## src/rtl/usr_if.sv

```systemverilog
// Control, data and status bundle of the universal shift register.
// The master side drives the operation; the slave side is the register itself.
interface usr_if #(
  parameter int WIDTH = 8
);
  localparam int CW = $clog2(WIDTH);

  logic             en;
  logic [1:0]       mode;
  logic             sin_r;
  logic             sin_l;
  logic [WIDTH-1:0] pd;
  logic [WIDTH-1:0] q;
  logic             sout_r;
  logic             sout_l;
  logic [CW-1:0]    shift_cnt;
  logic             done;

  modport master (
    output en, mode, sin_r, sin_l, pd,
    input  q, sout_r, sout_l, shift_cnt, done
  );

  modport slave (
    input  en, mode, sin_r, sin_l, pd,
    output q, sout_r, sout_l, shift_cnt, done
  );
endinterface

```

## src/rtl/universal_shift_register.sv

```systemverilog
// WIDTH-bit hold / shift-right / shift-left / load register with a selectable
// active clock edge and a shift counter that pulses done every WIDTH shifts.
module universal_shift_register #(
  parameter int               WIDTH    = 8,
  parameter bit               NEG_EDGE = 1'b1,
  parameter logic [WIDTH-1:0] RST_VAL  = '0
) (
  input logic   clk,
  input logic   rst,
  usr_if.slave  bus
);
  localparam int CW = $clog2(WIDTH);
  localparam logic [CW-1:0] CNT_LAST = CW'(WIDTH - 1);

  localparam logic [1:0] MODE_HOLD  = 2'b00;
  localparam logic [1:0] MODE_RIGHT = 2'b01;
  localparam logic [1:0] MODE_LEFT  = 2'b10;
  localparam logic [1:0] MODE_LOAD  = 2'b11;

  // The edge choice is a constant, so this reduces to a wire or a single inverter.
  logic clk_act;
  assign clk_act = NEG_EDGE ? ~clk : clk;

  logic [WIDTH-1:0] q;
  logic [CW-1:0]    cnt;
  logic             done;

  logic [WIDTH-1:0] q_nxt;
  logic [CW-1:0]    cnt_nxt;
  logic             done_nxt;
  logic             is_shift;

  always_comb begin
    q_nxt    = q;
    cnt_nxt  = cnt;
    done_nxt = 1'b0;
    is_shift = 1'b0;
    if (bus.en) begin
      case (bus.mode)
        MODE_RIGHT: begin
          q_nxt    = {bus.sin_r, q[WIDTH-1:1]};
          is_shift = 1'b1;
        end
        MODE_LEFT: begin
          q_nxt    = {q[WIDTH-2:0], bus.sin_l};
          is_shift = 1'b1;
        end
        MODE_LOAD: begin
          q_nxt   = bus.pd;
          cnt_nxt = '0;
        end
        MODE_HOLD: ;
        default: ;
      endcase
    end
    // Direction changes do not clear the count; every shift advances it.
    if (is_shift) begin
      if (cnt == CNT_LAST) begin
        cnt_nxt  = '0;
        done_nxt = 1'b1;
      end else begin
        cnt_nxt = cnt + 1'b1;
      end
    end
  end

  always_ff @(posedge clk_act or posedge rst) begin
    if (rst) begin
      q    <= RST_VAL;
      cnt  <= '0;
      done <= 1'b0;
    end else begin
      q    <= q_nxt;
      cnt  <= cnt_nxt;
      done <= done_nxt;
    end
  end

  assign bus.q         = q;
  assign bus.shift_cnt = cnt;
  assign bus.done      = done;
  assign bus.sout_r    = q[0];
  assign bus.sout_l    = q[WIDTH-1];
endmodule
```

## src/flat_wrapper.sv

```systemverilog
// flat-port wrapper written by rule: the top's interface ports become plain ports
module universal_shift_register_flat 
#(
  parameter int               WIDTH    = 8,
  parameter bit               NEG_EDGE = 1'b1,
  parameter logic [WIDTH-1:0] RST_VAL  = '0
)
  (clk, rst, bus_en, bus_mode, bus_sin_r, bus_sin_l, bus_pd, bus_q, bus_sout_r, bus_sout_l, bus_shift_cnt, bus_done);
  usr_if #(.WIDTH(WIDTH)) bus_i ();
  input logic clk;
  input logic rst;
  input wire logic [$bits(bus_i.en)-1:0] bus_en;
  input wire logic [$bits(bus_i.mode)-1:0] bus_mode;
  input wire logic [$bits(bus_i.sin_r)-1:0] bus_sin_r;
  input wire logic [$bits(bus_i.sin_l)-1:0] bus_sin_l;
  input wire logic [$bits(bus_i.pd)-1:0] bus_pd;
  output wire logic [$bits(bus_i.q)-1:0] bus_q;
  output wire logic [$bits(bus_i.sout_r)-1:0] bus_sout_r;
  output wire logic [$bits(bus_i.sout_l)-1:0] bus_sout_l;
  output wire logic [$bits(bus_i.shift_cnt)-1:0] bus_shift_cnt;
  output wire logic [$bits(bus_i.done)-1:0] bus_done;
  assign bus_i.en = bus_en;
  assign bus_i.mode = bus_mode;
  assign bus_i.sin_r = bus_sin_r;
  assign bus_i.sin_l = bus_sin_l;
  assign bus_i.pd = bus_pd;
  assign bus_q = bus_i.q;
  assign bus_sout_r = bus_i.sout_r;
  assign bus_sout_l = bus_i.sout_l;
  assign bus_shift_cnt = bus_i.shift_cnt;
  assign bus_done = bus_i.done;
  universal_shift_register #(.WIDTH(WIDTH), .NEG_EDGE(NEG_EDGE), .RST_VAL(RST_VAL)) u_core (.clk(clk), .rst(rst), .bus(bus_i));
endmodule
```

## config.mk

```make
export PLATFORM = sky130hd
export DESIGN_NAME = universal_shift_register_flat
export DESIGN_NICKNAME = d
export VERILOG_FILES = /design/src/rtl/usr_if.sv /design/src/rtl/universal_shift_register.sv /design/src/flat_wrapper.sv
export SDC_FILE = /design/constraint.sdc
export NUM_CORES = 1
export LEC_CHECK = 0
export ABC_CLOCK_PERIOD_IN_PS = 3000
export BUFFER_PORTS_ARGS = -buffer_cell sky130_fd_sc_hd__buf_2
export CELL_PAD_IN_SITES_DETAIL_PLACEMENT = 0
export CELL_PAD_IN_SITES_GLOBAL_PLACEMENT = 1
export CORE_AREA = 2 2 49 51
export DETAILED_ROUTE_END_ITERATION = 10
export DIE_AREA = 0 0 51 53
export PLACE_DENSITY = 0.75
export SKIP_LAST_GASP = 1
export SLEW_MARGIN = 20
export SYNTH_ARGS = -nofsm -noshare
export SYNTH_HDL_FRONTEND = slang
export SYNTH_SLANG_ARGS = --single-unit
```

## constraint.sdc

```tcl
create_clock -name clk -period 3 [get_ports clk]
set_clock_uncertainty 0.05 [all_clocks]
set_input_delay 0.6 -clock clk [delete_from_list [all_inputs] [get_ports clk]]
set_output_delay 0.6 -clock clk [all_outputs]
set_load 0.005 [all_outputs]
```

* Word level (Yosys, flattened, before mapping)
Index checks and enable logic that the tools add are counted.
Word-level totals: logic and storage cells 23, flip-flop bits (word level) 12, output and inout bits 14
Operators by class: reductions and logical operators 6, muxes and demuxes 9, equal/unequal tests 4, add/subtract/negate cells 1
Operators by type and width (number):
- 8-bit one-hot mux with 3 select lines | 1
- 3-bit two-way mux | 4
- 2-bit == test, second input constant | 2
- 1-bit two-way mux | 4
- 2-bit AND reduction | 2
- 2-bit nonzero test | 2
- 3-bit by 1-bit adder with 3-bit output, second input constant | 1
- 3-bit == test, second input constant | 1
- 3-bit nonzero test | 1
- 2-bit by 1-bit == test with 1-bit output, second input constant | 1
- 2-bit OR reduction | 1

* Depth between registers and ports, before layout
depth after elaboration 6, mapped depth 6, mapped depth without buffers 5

==> impl_metrics.yaml <==
sta:
  grt_setup_unrepaired: "yes"
  fin_setup_tns_ns: 0
  whs_ns: 0.425
  finalSetupViolCount: 0
  hold_viol_final: 0
  worst_pin_slew_ns: 0.475
  slew_viol_final: 0
  slew_headroom_pct: 68.3
logic_synthesis:
  yosysSeqAreaShare_pct: 44.6
  yosys_register_bits: 12
  synth.avg_cell_area_um2: 10.4
  synth_warnings: 0
  synth_cell_types: 15
  syn-num-nets: 85
  syn-instance-count: 65
  netlist_area_um2: 673
detailed_routing:
  first_pass_iters: 1
  wl_per_cell_um: 12.0
  drt-initial-drc-count: 0
  vias: 620
  drc_errors: 0
  routed_wl_um: 1570
  ant_nets: 0
  viasPerCell: 4.73
pwr:
  power_density_mw_per_mm2: 592
  ir_worst_vdd_mv: 0.354
  p_total_mw: 0.549
  leakagePower_nw: 0.499
layout:
  mostFrequentLayoutCell: "buf_2"
  layout-drive-gt1-share_pct: 46.6
  antenna_cells: 0
  layout_common_cells: "28 x buf_2, 12 x dfrtn_1, 11 x buf_4"
  fillers: 223
  instances_no_fill: 131
  finalInstanceArea_um2: 927
  layout.area.seq_um2: 300
  syn_to_final_growth_pct: 37.7
  multi_input_area_um2: 322
  layout.nets: 124
cts:
  cts_buffer_depth: 2
  cts_buffers: 3
  root_buffer: "clkbuf_4"
  numClockSinks: 12
  clk_pin_slew_ns: 0.06
  cts_tree: "done"
  h-tree-depth: 1
  insertion_delay_ns: 0.28
global_route:
  grt_start_max_net_pins: 16
  gr-total-overflow: 0
  grt_pass1_wl_um: 2390
  antenna_found_initial: 0
  grt_pass1_vias: 541
  track_usage_pct: 12.6
min_path:
  worstHoldStart: "u_core.bus.shift_cnt[1]"
  hold_class: "flip-flop to flip-flop"
worst_setup_path:
  cp.arrival_ns: 2.34
  r2r-start: "u_core.bus.shift_cnt[0]"
  startpoint: "u_core.bus.q[3]"
  cp_num_buf_inv: 1
  end_kind: "output port"
  slowest_delay_ns: 0.43
  crit_chain: "buf_2"
  cp.required_ns: 2.35
  crit_type: "flip-flop to output port"
  crit_path_start_kind: "flip-flop"
  cp_max_fo: 2
  crit_family: "flip-flops"
  cp_slowest_cell: "dfrtn_1"
floorplanning:
  start_util_pct: 31.3
  die_y_um: 53
  die_x_um: 51
  rows: 17
  die_area_mm2: 0.00270
  ios: 29
  core_area_mm2: 0.00215
run_status:
  status: "completed"
place:
  dp.cells: 117
  dpl_cell_area_um2: 813
  io_buffers: 28
  post-dp-hpwl_um: 1130
  routabilityCongestion: 0.754
run:
  drv_cap: 0
==> final timing paths <==
kind / to / slack (ns) / cells past startpoint
worst max-delay path: bus_q[3] / 0.01 / 1
worst min-delay path: u_core.bus.shift_cnt[1] / 0.42 / 1
worst max register to register: u_core.bus.shift_cnt[2] / 1.64 / 4
worst min register to register: u_core.bus.shift_cnt[1] / 0.42 / 1
max in group asynchronous: u_core.bus.q[7] / 0.89 / 2
min in group asynchronous: u_core.bus.shift_cnt[1] / 1.66 / 2
==> cell usage after synthesis, drive strengths merged <==
master | n | share of area [%]
a21oi | 8 | 5.9
inv | 3 | 1.7
dfrtn | 12 | 45
nand2b | 1 | 1.3
a32o | 3 | 4.5
nor2 | 2 | 3.5
a22o | 8 | 10
nand2 | 8 | 4.5
buf | 5 | 6.7
ha | 5 | 9.3
o21ai | 9 | 6.7
and3 | 1 | 0.93
==> metal layers <==
layer / wire, um / GRT usage (%) / up-vias
met5: 0 / 0 / -
met4: 29 / 6.76 / 0
met3: 125 / 5.37 / 5
met2: 746 / 20.8 / 21
met1: 666 / 13.6 / 279
li1: - / - / 315
==> through the flow <==
step / worst slack [ns] / util (%)
after global routing: -0.0211 / 43.2
after global placement: -0.265 / 37.9
after CTS: 0.00102 / 42.8
final: 0.0133 / 43.2
after floorplan: 0.00778 / -
after detailed placement: -0.308 / 37.9
==> what timing repair did <==
action                                  in CTS  in global routing
hold buffers                                 0                  0
gates resized for setup                      1                  0
setup buffers                                9                  1
endpoints found under the setup margin      12                  6
==> state kept, by name, indices dropped and copies added (netlist names) <==
| register | flops |
|---|---|
| u_core.bus.done | 1 |
| u_core.bus.q | 8 |
| u_core.bus.shift_cnt | 3 |
==> worst register-to-register path: cells and delay by family (launching register included) <==
family / cells / cell delay [ns]
AOI/OAI and AO/OA: 1 / 0.21
adders and majority gates: 2 / 0.47
buffers and inverters: 1 / 0.14
DFF: 1 / 0.35
==> kinds of logic (layout without fill, tap and decap cells) <==
group	Yosys count	in the layout	synth area share [%]
and+or+nand+nor	12	12	10.2
AOI/OAI and AO/OA	28	28	27.5
adders and majority gates	5	5	9.29
DFF	12	12	44.6
buffers and inverters	8	46	8.36
==> report_power, final <==
group          switching, mW  internal (mW)
Sequential            0.0204          0.200
Clock                 0.0568         0.0738
Combinational         0.0866          0.111
==> cell type report <==
type                    count  share of cell area (%)
flip-flops and latches     12                    32.4
multi-input cells          45                    34.7
repair buffers             39                    24.0
inverters                   3                    1.21
clock buffers               4                    3.91
well taps                  28                    3.78
Note: power is estimated with default switching activity, not from simulation.
